### src/rtl/capture_arbiter_if.sv
// Bundle of the requester-side and downstream-side handshake signals of the
// capture arbiter. The slave modport is the arbiter, the master modport is
// the environment driving requests and consuming the captured word.
interface capture_arbiter_if #(
  parameter int N_REQ = 4,
  parameter int WIDTH = 8,
  parameter int OWN_W = $clog2(N_REQ)
);
  logic [N_REQ-1:0]       req_valid;
  logic [N_REQ*WIDTH-1:0] req_data;
  logic [N_REQ-1:0]       req_ready;
  logic [WIDTH-1:0]       q;
  logic [OWN_W-1:0]       q_owner;
  logic                   q_valid;
  logic                   q_ready;
  logic                   busy;

  modport slave (
    input  req_valid, req_data, q_ready,
    output req_ready, q, q_owner, q_valid, busy
  );

  modport master (
    output req_valid, req_data, q_ready,
    input  req_ready, q, q_owner, q_valid, busy
  );
endinterface

### src/rtl/capture_arbiter.sv
// Round-robin arbiter in front of a single shared capture register.
// One word is accepted at a time, latched together with the winner's index,
// and held until downstream takes it; an optional idle gap follows.
module capture_arbiter #(
  parameter int N_REQ      = 4,
  parameter int WIDTH      = 8,
  parameter int GAP_CYCLES = 0,
  parameter int OWN_W      = $clog2(N_REQ)
) (
  input  logic              clk,
  input  logic              rst,
  capture_arbiter_if.slave  bus
);
  // gap counter only has to hold GAP_CYCLES-1
  localparam int GAP_W = (GAP_CYCLES > 1) ? $clog2(GAP_CYCLES) : 1;

  typedef enum logic [1:0] {IDLE, HOLD, GAP} state_e;

  state_e           state_q, state_d;
  logic [GAP_W-1:0] gap_cnt_q, gap_cnt_d;
  logic [OWN_W-1:0] last_grant_q;
  logic [WIDTH-1:0] q_q;
  logic [OWN_W-1:0] owner_q;
  logic             q_valid_q;

  logic [OWN_W-1:0] win_idx;
  logic             win_found;
  logic             accept;
  logic             handshake;

  // Round-robin search: first valid requester starting after last_grant.
  always_comb begin
    win_found = 1'b0;
    win_idx   = '0;
    for (int k = 1; k <= N_REQ; k++) begin
      if (!win_found && bus.req_valid[(int'(last_grant_q) + k) % N_REQ]) begin
        win_found = 1'b1;
        win_idx   = OWN_W'((int'(last_grant_q) + k) % N_REQ);
      end
    end
  end

  // Acceptance only in IDLE and never while reset is asserted.
  assign accept    = (state_q == IDLE) && !rst && win_found;
  assign handshake = (state_q == HOLD) && bus.q_ready;

  assign bus.req_ready = accept ? ({{(N_REQ-1){1'b0}}, 1'b1} << win_idx) : '0;
  assign bus.q         = q_q;
  assign bus.q_owner   = owner_q;
  assign bus.q_valid   = q_valid_q;
  assign bus.busy      = (state_q != IDLE);

  // Next-state logic and gap counter load/decrement.
  always_comb begin
    state_d   = state_q;
    gap_cnt_d = gap_cnt_q;
    case (state_q)
      IDLE: if (accept) state_d = HOLD;
      HOLD: begin
        if (bus.q_ready) begin
          if (GAP_CYCLES == 0) begin
            state_d = IDLE;
          end else begin
            state_d   = GAP;
            gap_cnt_d = GAP_W'(GAP_CYCLES - 1);
          end
        end
      end
      GAP: begin
        if (gap_cnt_q == '0) state_d = IDLE;
        else                 gap_cnt_d = gap_cnt_q - GAP_W'(1);
      end
      default: state_d = IDLE;
    endcase
  end

  // State, capture register and priority pointer.
  always_ff @(posedge clk) begin
    if (rst) begin
      state_q      <= IDLE;
      gap_cnt_q    <= '0;
      last_grant_q <= OWN_W'(N_REQ - 1);
      q_q          <= '0;
      owner_q      <= '0;
      q_valid_q    <= 1'b0;
    end else begin
      state_q   <= state_d;
      gap_cnt_q <= gap_cnt_d;
      if (accept) begin
        q_q          <= bus.req_data[int'(win_idx)*WIDTH +: WIDTH];
        owner_q      <= win_idx;
        last_grant_q <= win_idx;
        q_valid_q    <= 1'b1;
      end else if (handshake) begin
        q_valid_q <= 1'b0;
      end
    end
  end
endmodule

### src/flat_wrapper.sv
// flat-port wrapper written by rule: the top's interface ports become plain ports
module capture_arbiter_flat 
#(
  parameter int N_REQ      = 4,
  parameter int WIDTH      = 8,
  parameter int GAP_CYCLES = 0,
  parameter int OWN_W      = $clog2(N_REQ)
)
  (clk, rst, bus_req_valid, bus_req_data, bus_q_ready, bus_req_ready, bus_q, bus_q_owner, bus_q_valid, bus_busy);
  capture_arbiter_if #(.N_REQ(N_REQ), .WIDTH(WIDTH), .OWN_W(OWN_W)) bus_i ();
  input  logic clk;
  input  logic rst;
  input wire logic [$bits(bus_i.req_valid)-1:0] bus_req_valid;
  input wire logic [$bits(bus_i.req_data)-1:0] bus_req_data;
  input wire logic [$bits(bus_i.q_ready)-1:0] bus_q_ready;
  output wire logic [$bits(bus_i.req_ready)-1:0] bus_req_ready;
  output wire logic [$bits(bus_i.q)-1:0] bus_q;
  output wire logic [$bits(bus_i.q_owner)-1:0] bus_q_owner;
  output wire logic [$bits(bus_i.q_valid)-1:0] bus_q_valid;
  output wire logic [$bits(bus_i.busy)-1:0] bus_busy;
  assign bus_i.req_valid = bus_req_valid;
  assign bus_i.req_data = bus_req_data;
  assign bus_i.q_ready = bus_q_ready;
  assign bus_req_ready = bus_i.req_ready;
  assign bus_q = bus_i.q;
  assign bus_q_owner = bus_i.q_owner;
  assign bus_q_valid = bus_i.q_valid;
  assign bus_busy = bus_i.busy;
  capture_arbiter #(.N_REQ(N_REQ), .WIDTH(WIDTH), .GAP_CYCLES(GAP_CYCLES), .OWN_W(OWN_W)) u_core (.clk(clk), .rst(rst), .bus(bus_i));
endmodule
### config.mk
export PLATFORM = sky130hd
export DESIGN_NAME = capture_arbiter_flat
export DESIGN_NICKNAME = d
export VERILOG_FILES = /design/src/rtl/capture_arbiter_if.sv /design/src/rtl/capture_arbiter.sv /design/src/flat_wrapper.sv
export SDC_FILE = /design/constraint.sdc
export NUM_CORES = 1
export LEC_CHECK = 0
export ABC_AREA = 1
export BUFFER_PORTS_ARGS = -buffer_cell sky130_fd_sc_hd__clkbuf_2
export CORE_UTILIZATION = 30
export DETAILED_ROUTE_END_ITERATION = 10
export MAX_ROUTING_LAYER = met4
export PLACE_DENSITY = 0.65
export RECOVER_POWER = 50
export SLEW_MARGIN = 20
export SYNTH_ARGS = -nofsm -noshare
export SYNTH_HDL_FRONTEND = slang
export SYNTH_SLANG_ARGS = --single-unit
### constraint.sdc
create_clock -name clk -period 1.64 [get_ports clk]
set_input_delay 0.164 -clock clk [delete_from_list [all_inputs] [get_ports clk]]
set_output_delay 0.164 -clock clk [all_outputs]
set_load 0.01 [all_outputs]
# [After elaboration in Yosys (flattened, before gate mapping)]
# Index checks and enable logic that the tools add are counted.
[totals] input_bits=39 out_inout_bits=16 mem_bits_rw=0 mem_count=0 latchBits=0 rom_bits=0 word_cells=72 ff_bits=16
[classes] n_addsub=5 n_mux=28 bitwise_logic=4 n_shift=2 n_div=0 magnitude_cmp=4 n_reduce_logical=18 n_eq_ne=5 mul=0
[ops] cell="$shiftx A32 B6 Y8" count=1
[ops] cell="$lt A3 B4 Y1 const B" count=4
[ops] cell="$mux W1" count=15
[ops] cell="$mux W2" count=7
[ops] cell="$bmux W1 S2" count=4
[ops] cell="$reduce_or A2 Y1" count=4
[ops] cell="$logic_and A1 B1 Y1" count=6
[ops] cell="$pmux W2 S3" count=1
[ops] cell="$add A2 B1 Y2 const B" count=2
[ops] cell="$add A2 B2 Y2 const B" count=2
[ops] cell="$and A1 B1 Y1 const A" count=4
[ops] cell="$logic_not A1 Y1" count=4
[ops] cell="$mux W4" count=1
[ops] cell="$ne A2 B2 Y1 const B" count=2
[ops] cell="$reduce_bool A2 Y1" count=2
[ops] cell="$shl A1 B2 Y4 const A" count=1
[ops] cell="$reduce_and A3 Y1" count=1
[ops] cell="$eq A2 B1 Y1 const B" count=1
[ops] cell="$eq A2 B2 Y1 const B" count=1
[ops] cell="$logic_not A2 Y1" count=1
[ops] cell="$ne A2 B1 Y1 const B" count=1
[ops] cell="$sub A1 B1 Y1 const B" count=1

# [Depth between registers and ports, before layout]
# Gate-level depths: netlist (run 1).
[logic_depth] ltp_word=19 ltp_mapped=17

# [Worst setup path before layout (run 1)]
# OpenSTA, ideal clock, no wires.
[synth_timing] kind="register to output" from="register u_core.last_grant_q[0]" to="output port bus_req_ready[0]" stages_incl_launch_ff=14 t_arrival_ns=1.555 slack_ns=-0.079 path_cell_list="dfxtp_1 -> buf_6 -> inv_8 -> nand2_2 -> nand2_1 -> nor2_1 -> nor2_1 -> nand3_4 -> nand2_4 -> nand2_8 -> inv_8 -> buf_8 -> nand2_2 -> nor2_1"
[synth_between] elab_chain_cells=16 word_cells_on_any_way=33 cone_classes="4 x add/sub; 1 x shift; 21 x mux; 7 x reduce/logical"
[synth_lines] element="start, declared" line_no="capture_arbiter.sv:21" text="logic [OWN_W-1:0] last_grant_q;"
[synth_lines] element="start signal, assigned" line_no="capture_arbiter.sv:82" text="last_grant_q <= OWN_W'(N_REQ - 1);"
[synth_lines] element="start signal, assigned" line_no="capture_arbiter.sv:92" text="last_grant_q <= win_idx;"
[synth_lines] element="$add A2 B1 Y2" line_no="capture_arbiter.sv:36, capture_arbiter.sv:38"
[synth_lines] element="$bmux W1 S2" line_no="capture_arbiter.sv:36" text="if (!win_found && bus.req_valid[(int'(last_grant_q) + k) % N_REQ]) begin"
[synth_lines] element="$mux W1 (not written as such) (2 in series)" line_no="capture_arbiter.sv:36"
[synth_lines] element="$mux W1" line_no="capture_arbiter.sv:36"
[synth_lines] element="$logic_not A1 Y1" line_no="capture_arbiter.sv:36"
[synth_lines] element="$logic_and A1 B1 Y1" line_no="capture_arbiter.sv:36"
[synth_lines] element="$mux W1" line_no="capture_arbiter.sv:36"
[synth_lines] element="$logic_not A1 Y1" line_no="capture_arbiter.sv:36"
[synth_lines] element="$logic_and A1 B1 Y1" line_no="capture_arbiter.sv:36"
[synth_lines] element="$mux W1" line_no="capture_arbiter.sv:36"
[synth_lines] element="$logic_not A1 Y1" line_no="capture_arbiter.sv:36"
[synth_lines] element="$logic_and A1 B1 Y1" line_no="capture_arbiter.sv:36"
[synth_lines] element="$mux W2 or $mux W1 (tied branches)" line_no="capture_arbiter.sv:36"
[synth_lines] element="$shl A1 B2 Y4 or $logic_and A1 B1 Y1 (tied branches)" line_no="capture_arbiter.sv:47, capture_arbiter.sv:44"
[synth_lines] element="$mux W4 *" line_no="capture_arbiter.sv:47" text="assign bus.req_ready = accept ? ({{(N_REQ-1){1'b0}}, 1'b1} << win_idx) : '0;"
[synth_lines] element="end, declared" line_no="flat_wrapper.sv:16" text="output wire logic [$bits(bus_i.req_ready)-1:0] bus_req_ready;"
# Mark *: on every way between the ends. The rest lies on a longest branch, timed or not. The select of a mux whose other input is x is not followed.

# [Worst setup path in the final report (run 1)]
# Ends and elaborated chain as after synthesis.

==> results.sh, run 1 <==
export IMPL_synth_area_mm2=0.001200
export IMPL_clockRootBuffer="clkbuf_8"
export IMPL_gr_total_overflow=0
export IMPL_fin_area_mm2=0.001993
export IMPL_setup_ws_ns=-0.3730
export IMPL_clk_latency_ns=0.24
export IMPL_cp_common_cell="nand2_4"
export IMPL_fin_tns_setup_ns=-3.860
export IMPL_hpwl_mm=2.322
export IMPL_period_minus_slack_ns=2.013
export IMPL_tightest_slew_ns=0.3007
export IMPL_holdPathStages=5
export IMPL_boundaryPins=55
export IMPL_total_power_uw=4180
export IMPL_timing_final_crit_share_pct=122.7
export IMPL_p_sw_uw=1965
export IMPL_drt_iter0_markers=69
export IMPL_path_buf_inv=4
export IMPL_switching_share_pct=46.99
export IMPL_ys_seq_area_share_pct=23.36
export IMPL_fin_worst_skew_ns=0.004905
export IMPL_drive_gt1_share_pct=53.09
export IMPL_die_area_mm2=0.004256
export IMPL_synthTopCellsByArea="nand2_1 (25%), dfxtp_1 (23%), nand2_2 (9.9%), nand3_1 (7.5%), inv_1 (5.9%)"
export IMPL_multi_input_area_um2=879.6
export IMPL_antennaDiodeCount=0
export IMPL_grt_usage_pct=15.19
export IMPL_post_drt_wl_per_cell_um=9.641
export IMPL_cpPeakStageDelay_ns=0.32
export IMPL_synth_top_cell_area_share_pct=24.71
export IMPL_grt_pass1_wl_mm=4.995
export IMPL_violations="setup timing"
export IMPL_die_y_um=65.24
export IMPL_dp_worst_setup_slack_ns=-0.1500
export IMPL_slowest_stage="dfxtp_2"
export IMPL_clk_path_buf_depth=2
export IMPL_vias=1368
export IMPL_hold_path_class="in -> reg"
export IMPL_clock_sinks=14
export IMPL_cp_cell_sequence="buf_12, buf_8, nand2_4, nand2_4, nand2_4, nand2_4, nor2_8, nand3_4, nand2_4, nand2_8, inv_12, nand2_8, nor2_4, buf_6"
export IMPL_max_cap_violations=0
export IMPL_antenna_found_initial=0
export IMPL_status="finished with violations"
export IMPL_synth_nets=228
export IMPL_syn_to_final_growth_pct=66.11
export IMPL_coreArea_mm2=0.003744
export IMPL_viasPerCell=4.235
export IMPL_pwr_share_seq_pct=12.5
export IMPL_rsz0062_at_grt="true"
export IMPL_hold_path_startpoint="bus_req_data[16]"
export IMPL_routed_wl_mm=3.114
export IMPL_synth_seq_cells=14
export IMPL_arrival_ns=1.85
export IMPL_synth_cells=189
export IMPL_cts_buffers=3
export IMPL_rows=22
export IMPL_endpoint_kind="output port"
export IMPL_first_global_vias=1220
export IMPL_yosys_warnings=0
export IMPL_yosysTopAreaCell="nand2_1"
export IMPL_relSlewSlack_pct=79.86
export IMPL_hold_viol=0
export IMPL_slew_violations=0
export IMPL_yosys_cell_types_count=21
export IMPL_fillers=378
export IMPL_die_w_um=65.24
export IMPL_synth_area_per_cell_um2=6.349
export IMPL_seq_area_um2=282.8
export IMPL_grt_start_max_net_pins=16
export IMPL_internal_power_uw=2216
export IMPL_max_freq_mhz=496.8
export IMPL_gp_congestion=0.7525
export IMPL_p_comb_share_pct=79.6
export IMPL_crit_type="reg -> out"
export IMPL_irDropWorstVdd_uv=1130
export IMPL_portBuffers=54
export IMPL_path_max_fanout=6
export IMPL_detail_route_antenna_nets=0
export IMPL_hold_path_end="u_core.bus.q[0]"
export IMPL_drc_errors=0
export IMPL_setup_viol=15
export IMPL_placed_area_mm2=0.001730
export IMPL_crit_family="simple AND/OR/NAND/NOR gates"
export IMPL_p_leak_uw=0.001116
export IMPL_cts_tree="built"
export IMPL_r2r_start="u_core.last_grant_q[0]"
export IMPL_final_net_count=315
export IMPL_htreeDepth=1
export IMPL_r2r_slack_ns=-0.30
export IMPL_path_clk_slew_ns=0.05
export IMPL_p_clk_share_pct=7.9
export IMPL_first_pass_iters=4
export IMPL_startpoint_type="register"
export IMPL_hold_buffers=0
export IMPL_start_util_pct=32.05
export IMPL_power_density_mw_per_mm2=2097
export IMPL_utilization_pct=53.24
export IMPL_rr_endpoint="u_core.bus.q[3]"
export IMPL_reg2reg_depth=16
export IMPL_crit_required_ns=1.48
-- tightest hold or removal path: cells and delay by family --
kind                   cells  cell delay (ns)
buffers and inverters      1             0.08
and+or+nand+nor            4             0.18
-- flip-flops by register name (all words and copies together) (netlist names) --
register / flops
u_core.bus.q: 8
u_core.bus.q_owner: 2
u_core.last_grant_q: 2
u_core.bus.q_valid: 1
u_core.state_q: 1
-- worst max path at each step --
| stage | from | to | depth (start not counted) |
|---|---|---|---|
| floorplan | u_core.last_grant_q[0] | bus_req_ready[3] | 13 |
| finish | u_core.last_grant_q[0] | bus_req_ready[0] | 14 |
| global placement | u_core.last_grant_q[0] | bus_req_ready[3] | 15 |
| global route | u_core.last_grant_q[0] | bus_req_ready[0] | 14 |
| CTS | u_core.last_grant_q[0] | bus_req_ready[3] | 14 |
| detailed placement | u_core.last_grant_q[0] | bus_req_ready[1] | 15 |
-- layer usage --
| metal | share of wire (%) | global-route usage (%) |
|---|---|---|
| met2 | 51 | 24.87 |
| met5 | 0 | - |
| met4 | 0 | 3.804 |
| met1 | 45 | 18.91 |
| met3 | 3.2 | 3.299 |
-- per-stage QoR --
step | hold slack (ns) | std cells
global route | 0.2227 | 323
floorplan | 0.3577 | 189
detailed placement | 0.4467 | 307
finish | 0.2163 | 323
global placement | 0.4461 | 307
CTS | 0.2148 | 319
-- cell usage after synthesis --
master and count:
a21oi_1 1, nand2_8 1, nand3_1 18, nand3_4 1, nand3_2 5, nand2_2 19
inv_8 2, inv_2 7, o21ai_2 1, inv_1 19, nor2_8 1, nor2_1 7
buf_2 1, nand2_1 79, buf_8 1, nand2_4 5, buf_6 2, o211ai_1 1
a31oi_1 1, dfxtp_1 14, nor2_4 3
-- power by group through the flow --
stage / clock, uW / combinational (uW) / sequential, uW
floorplan: 0 / 1850 / 557
global placement: 0 / 2790 / 523
detailed placement: 0 / 2810 / 525
CTS: 341 / 3110 / 522
global route: 357 / 3630 / 537
finish: 329 / 3330 / 523
-- layout by cell type, fill, tap and decap left out, types with 6 or more instances in the layout --
master and count:
inv_1 17, clkbuf_1 6, buf_4 26, clkbuf_2 45, inv_2 7, nand2_2 16, nand2_4 10, nor2_4 6
nand3_1 15, nand2_1 75, dfxtp_1 12, nand3_2 6
-- area by class of cell --
class                           instances  area share [%]
Multi-Input combinational cell        143           44.13
Timing Repair Buffer                   86           29.25
Inverter                               28           6.654
Sequential cell                        14           14.19
Clock buffer                            4           2.762
Tap cell                               48           3.013
-- what timing repair did --
action	in CTS	in global routing
resized for setup	15	21
cloned	0	0
setup buffers	8	4
setup endpoints to repair	15	17
endpoints found under the hold margin	0	0
pin swaps	6	11
-- logic make-up (layout without fill, tap and decap cells) --
logic type | after synthesis | after routing | synth area share [%]
AOI/OAI and AO/OA | 4 | 4 | 2.294
DFF | 14 | 14 | 23.36
and+or+nand+nor | 139 | 139 | 60.79
buffers and inverters | 32 | 118 | 13.56
Note: power is estimated with default switching activity, not from simulation.
==> run 2: changes to the inputs <==
--- a/constraint.sdc
+++ b/constraint.sdc
@@ -3,2 +3,2 @@
 set_output_delay 0.164 -clock clk [all_outputs]
-set_load 0.01 [all_outputs]
+set_load 0.02 [all_outputs]
==> run 2 against run 1 <==
  * Clock power decreased by 17%
  * Sequential power is essentially flat
  * The flow still finishes with violations (setup timing)
  * Register-to-register slack worse by 0.03 ns
  * Largest cell class unchanged
==> results.sh, run 2 (synthesis results as in run 1) <==
export IMPL_hpwl_mm=2.321
export IMPL_p_leak_uw=0.001166
export IMPL_antennaDiodeCount=0
export IMPL_path_max_fanout=8
export IMPL_gr_total_overflow=0
export IMPL_max_freq_mhz=502.8
export IMPL_violations="setup timing"
export IMPL_final_net_count=317
export IMPL_clock_sinks=14
export IMPL_clockRootBuffer="clkbuf_8"
export IMPL_grt_pass1_wl_mm=5.478
export IMPL_setup_ws_ns=-0.3488
export IMPL_layout_commonest_cell="nand2_1"
export IMPL_slew_violations=0
export IMPL_hold_viol=0
export IMPL_period_minus_slack_ns=1.989
export IMPL_switching_share_pct=48.22
export IMPL_grt_usage_pct=16.98
export IMPL_power_density_mw_per_mm2=2208
export IMPL_fillers=376
export IMPL_start_util_pct=32.05
export IMPL_relSlewSlack_pct=83.15
export IMPL_endpoint_kind="output port"
export IMPL_die_w_um=65.24
export IMPL_rows=22
export IMPL_p_sw_uw=2267
export IMPL_portBuffers=54
export IMPL_slowest_stage="dfxtp_2"
export IMPL_setup_viol=14
export IMPL_seq_area_um2=282.8
export IMPL_clk_path_buf_depth=2
export IMPL_irDropWorstVdd_uv=673.1
export IMPL_rsz0062_at_grt="true"
export IMPL_antenna_found_initial=0
export IMPL_viasPerCell=4.370
export IMPL_max_cap_violations=0
export IMPL_final_cell_mix="nand2_1 (62), clkbuf_2 (43), nand2_2 (26), buf_4 (23), inv_1 (17)"
export IMPL_first_pass_iters=3
export IMPL_drc_errors=0
export IMPL_hold_worst_slack_ns=0.2186
export IMPL_drt_iter0_markers=49
export IMPL_tightest_slew_ns=0.2522
export IMPL_crit_type="reg -> out"
export IMPL_cpPeakStageDelay_ns=0.32
export IMPL_arrival_ns=1.82
export IMPL_dp_worst_setup_slack_ns=-0.2215
export IMPL_coreArea_mm2=0.003744
export IMPL_path_clk_slew_ns=0.05
export IMPL_boundaryPins=55
export IMPL_drive_gt1_share_pct=60.87
export IMPL_die_y_um=65.24
export IMPL_first_global_vias=1269
export IMPL_post_drt_wl_per_cell_um=10.79
export IMPL_grt_start_max_net_pins=15
export IMPL_p_comb_share_pct=83.0
export IMPL_largest_reg_flops=8
export IMPL_timing_final_crit_share_pct=121.3
export IMPL_clk_latency_ns=0.24
export IMPL_crit_family="simple AND/OR/NAND/NOR gates"
export IMPL_die_area_mm2=0.004256
export IMPL_detail_route_antenna_nets=0
export IMPL_p_clk_share_pct=5.8
export IMPL_hold_path_class="in -> reg"
export IMPL_hold_buffers=0
export IMPL_cp_cell_sequence="buf_12, inv_8, nand2_4, nand2_4, nand2_2, nand2_4, buf_4, nand3_4, nand3_4, inv_4, nor2_4, inv_2, nor2_4, buf_8"
export IMPL_vias=1416
export IMPL_multi_input_area_um2=963.4
export IMPL_routed_wl_mm=3.495
export IMPL_cts_tree="built"
export IMPL_htreeDepth=1
export IMPL_status="finished with violations"
export IMPL_crit_required_ns=1.48
export IMPL_internal_power_uw=2435
export IMPL_gp_congestion=0.7882
export IMPL_pwr_share_seq_pct=11.2
export IMPL_cts_buffers=3
export IMPL_startpoint_type="register"
export IMPL_cp_common_cell="nand2_4"
export IMPL_path_buf_inv=6
export IMPL_syn_to_final_growth_pct=77.48
export IMPL_fin_worst_skew_ns=0.0008580
-- run 2: cell count changes in the layout (fill, tap and decap cells not counted), moves of 2 or more --
cell      change
nand3_1       -7
nand3_2       +7
buf_4         -3
inv_2         -2
clkbuf_2      -2
buf_8         +3
inv_4         +2
nand2_2      +10
nand2_1      -13
nand2_4       +4
-- run 2: routing by layer --
layer	global-route usage, %	vias up	wire (um)
met5	-	-	0
met4	4.348	0	46
met3	3.819	4	127
met2	27.96	32	1816
met1	20.86	637	1505
li1	-	743	-
-- run 2: worst min-delay path, delay by kind of cell --
family | cells | cell delay [ns]
AND/OR/NAND/NOR | 4 | 0.18
buffers and inverters | 1 | 0.08
-- run 2: cell type report --
| type | instances | area share, % |
|---|---|---|
| multi-input cells | 143 | 45.24 |
| repair buffers | 88 | 30.49 |
| flip-flops and latches | 14 | 13.28 |
| inverters | 28 | 6.228 |
| well taps | 48 | 2.820 |
| clock buffers | 3 | 1.939 |
-- run 2: path summary, 6_finish.rpt --
| path | from | slack, ns | cells past startpoint | end |
|---|---|---|---|---|
| setup / recovery | u_core.last_grant_q[0] | -0.35 | 14 | bus_req_ready[3] |
| hold / removal | bus_req_data[24] | 0.22 | 5 | u_core.bus.q[0] |
| setup reg to reg | u_core.last_grant_q[0] | -0.33 | 19 | u_core.bus.q[1] |
| hold reg to reg | u_core.bus.q_owner[0] | 0.45 | 2 | u_core.bus.q_owner[0] |
-- run 2: per-stage QoR --
stage	total power, uW	TNS [ns]	cells	cell area [um2]	utilization, %
after global routing	5048	-5.353	324	2130	56.89
after floorplan	2530	-0.3069	189	1254	-
after CTS	4292	-3.523	320	1987	53.07
after global placement	3302	-1.714	305	1714	45.79
after detailed placement	3317	-2.040	305	1714	45.79
final	4702	-3.754	324	2130	56.89
-- run 2: power groups by stage --
stage	sequential, uW	combinational (uW)	clock (uW)
detailed placement	525	2790	0
finish	525	3900	272
global placement	526	2780	0
global route	537	4210	299
floorplan	622	1910	0
CTS	523	3490	277
-- run 2: timing repair --
action / 4_1_cts / 5_1_grt
endpoints found under the setup margin: 15 / 16
resized for setup: 36 / 29
pin swaps: 16 / 9
buffers inserted: 11 / 3
cloned: 1 / 1
==> run 3: changes to the inputs <==
- BUFFER_PORTS_ARGS: -buffer_cell sky130_fd_sc_hd__clkbuf_2 -> default
- DONT_BUFFER_PORTS: default -> 1
- PLACE_DENSITY: 0.65 -> 0.53
==> run 3 against run 2 <==
  * The flow still finishes with violations (setup timing)
  * Via count fell by 16%
  * Sequential cell count did not move
  * Die area did not move
  * Count of clock-buffer cells in the layout did not move
  * Total power fell by 11%
  * First-iteration DRC count fell by 14%
  * Global-route usage fell by 2.0 points
  * Worst setup slack improved by 0.062 ns
  * Fmax rose by 3.2%
  * Largest power group unchanged
==> results.sh, run 3 (synthesis results as in run 1) <==
export IMPL_clock_sinks=14
export IMPL_setup_viol=14
export IMPL_vias=1189
export IMPL_portBuffers=0
export IMPL_relSlewSlack_pct=81.79
export IMPL_clk_path_buf_depth=2
export IMPL_crit_type="reg -> out"
export IMPL_irDropWorstVdd_uv=1032
export IMPL_r2r_start="u_core.last_grant_q[0]"
export IMPL_first_global_vias=1070
export IMPL_crit_family="simple AND/OR/NAND/NOR gates"
export IMPL_cts_tree="built"
export IMPL_total_power_uw=4189
export IMPL_syn_to_final_growth_pct=47.97
export IMPL_gp_congestion=0.7300
export IMPL_period_minus_slack_ns=1.927
export IMPL_rows=22
export IMPL_cts_buffers=3
export IMPL_max_cap_violations=0
export IMPL_path_max_fanout=8
export IMPL_crit_required_ns=1.48
export IMPL_grt_start_max_net_pins=12
export IMPL_p_leak_uw=0.0009424
export IMPL_routed_wl_mm=2.954
export IMPL_drt_iter0_markers=42
export IMPL_cp_common_cell="nand2_4"
export IMPL_final_cell_mix="nand2_1 (67), buf_4 (28), nand2_2 (20), inv_1 (17), nand2_4 (15)"
export IMPL_r2r_slack_ns=-0.25
export IMPL_cp_endpoint="bus_req_ready[3]"
export IMPL_timing_final_crit_share_pct=117.5
export IMPL_crit_path_start="u_core.last_grant_q[0]"
export IMPL_layout_commonest_cell="nand2_1"
export IMPL_violations="setup timing"
export IMPL_hold_path_class="in -> reg"
export IMPL_first_pass_iters=4
export IMPL_post_drt_wl_per_cell_um=10.90
export IMPL_clockRootBuffer="clkbuf_8"
export IMPL_largest_reg_flops=8
export IMPL_grt_pass1_wl_mm=4.754
export IMPL_die_area_mm2=0.004256
export IMPL_startpoint_type="register"
export IMPL_hold_viol=0
export IMPL_detail_route_antenna_nets=0
export IMPL_rsz0062_at_grt="true"
export IMPL_viasPerCell=4.387
export IMPL_path_buf_inv=4
export IMPL_start_util_pct=32.05
export IMPL_setup_ws_ns=-0.2873
export IMPL_tightest_slew_ns=0.2728
export IMPL_status="finished with violations"
export IMPL_die_w_um=65.24
export IMPL_final_net_count=264
export IMPL_htreeDepth=1
export IMPL_drive_gt1_share_pct=49.78
export IMPL_power_density_mw_per_mm2=2359
export IMPL_boundaryPins=55
export IMPL_fillers=413
export IMPL_drc_errors=0
export IMPL_antenna_found_initial=0
export IMPL_dp_worst_setup_slack_ns=-0.1814
export IMPL_reg2reg_depth=14
export IMPL_arrival_ns=1.76
export IMPL_slowest_stage="dfxtp_2"
export IMPL_clk_latency_ns=0.24
export IMPL_fin_worst_skew_ns=0.002241
export IMPL_die_y_um=65.24
export IMPL_worst_path_stages=13
export IMPL_hpwl_mm=2.248
export IMPL_gr_total_overflow=0
export IMPL_endpoint_kind="output port"
export IMPL_cpPeakStageDelay_ns=0.34
export IMPL_slew_violations=0
export IMPL_antennaDiodeCount=0
export IMPL_rr_endpoint="u_core.bus.q[1]"
export IMPL_grt_usage_pct=14.94
export IMPL_max_freq_mhz=518.9
export IMPL_cp_cell_sequence="buf_12, inv_12, nand2_4, nand2_4, nand2_4, nand2_4, nor2_8, nand3_2, nand3_4, inv_4, nor2_4, inv_2, nor2_4"
export IMPL_coreArea_mm2=0.003744
export IMPL_path_clk_slew_ns=0.06
-- run 3: changes by cell type in the layout (fill, tap and decap cells not counted), sizes merged --
cell and delta:
buf -1, clkbuf -52
-- run 3: worst min-delay path by stage --
stage                          start         endpoint  slack (ns)  cells past startpoint
floorplan           bus_req_data[17]  u_core.bus.q[1]        0.36                      4
global placement    bus_req_data[23]  u_core.bus.q[7]        0.37                      4
detailed placement  bus_req_data[23]  u_core.bus.q[7]        0.37                      4
CTS                 bus_req_data[23]  u_core.bus.q[7]        0.11                      4
global route        bus_req_data[17]  u_core.bus.q[1]        0.12                      4
finish              bus_req_data[23]  u_core.bus.q[7]        0.12                      4
-- run 3: layout make-up --
type	instances	area, um2	area share, %
clock buffer	3	41.29	2.326
timing repair buffer	35	315.3	17.76
sequential	14	285.3	16.07
multi-input combinational	143	933.4	52.57
inverter	28	140.1	7.893
tap	48	60.06	3.383
-- run 3: tightest hold or removal path, delay by kind of cell --
kind | cells | cell delay [ns]
and+or+nand+nor | 4 | 0.16
-- run 3: report_power, final --
group | switching, uW | internal [uW] | total [uW]
Combinational | 1770 | 1490 | 3260
Clock | 121 | 162 | 283
Sequential | 179 | 461 | 641
Total | 2070 | 2120 | 4190
-- run 3: stage by stage --
step / hold slack, ns / area (um2) / TNS (ns) / std cells / util, %
final: 0.1153 / 1775 / -3.252 / 271 / 47.43
after global routing: 0.1237 / 1775 / -4.812 / 271 / 47.43
after CTS: 0.1144 / 1744 / -3.133 / 270 / 46.59
after detailed placement: 0.3708 / 1446 / -1.725 / 253 / 38.64
after global placement: 0.3692 / 1446 / -1.317 / 253 / 38.64
after floorplan: 0.3577 / 1254 / -0.3069 / 189 / -
-- run 3: what timing repair did --
item	in CTS	in global routing
hold buffers	0	0
pin swaps	16	6
gates cloned	0	0
setup endpoints to repair	15	16
gates resized for setup	36	8
buffers inserted	14	1
-- run 3: metal layers --
| metal | wire, um | up-vias | global-route usage (%) | share of wire (%) |
|---|---|---|---|---|
| li1 | - | 641 | - | - |
| met1 | 1337 | 501 | 18.30 | 45 |
| met2 | 1387 | 43 | 23.58 | 47 |
| met3 | 197 | 4 | 4.514 | 6.7 |
| met4 | 31 | 0 | 4.348 | 1.0 |
| met5 | 0 | - | - | 0 |
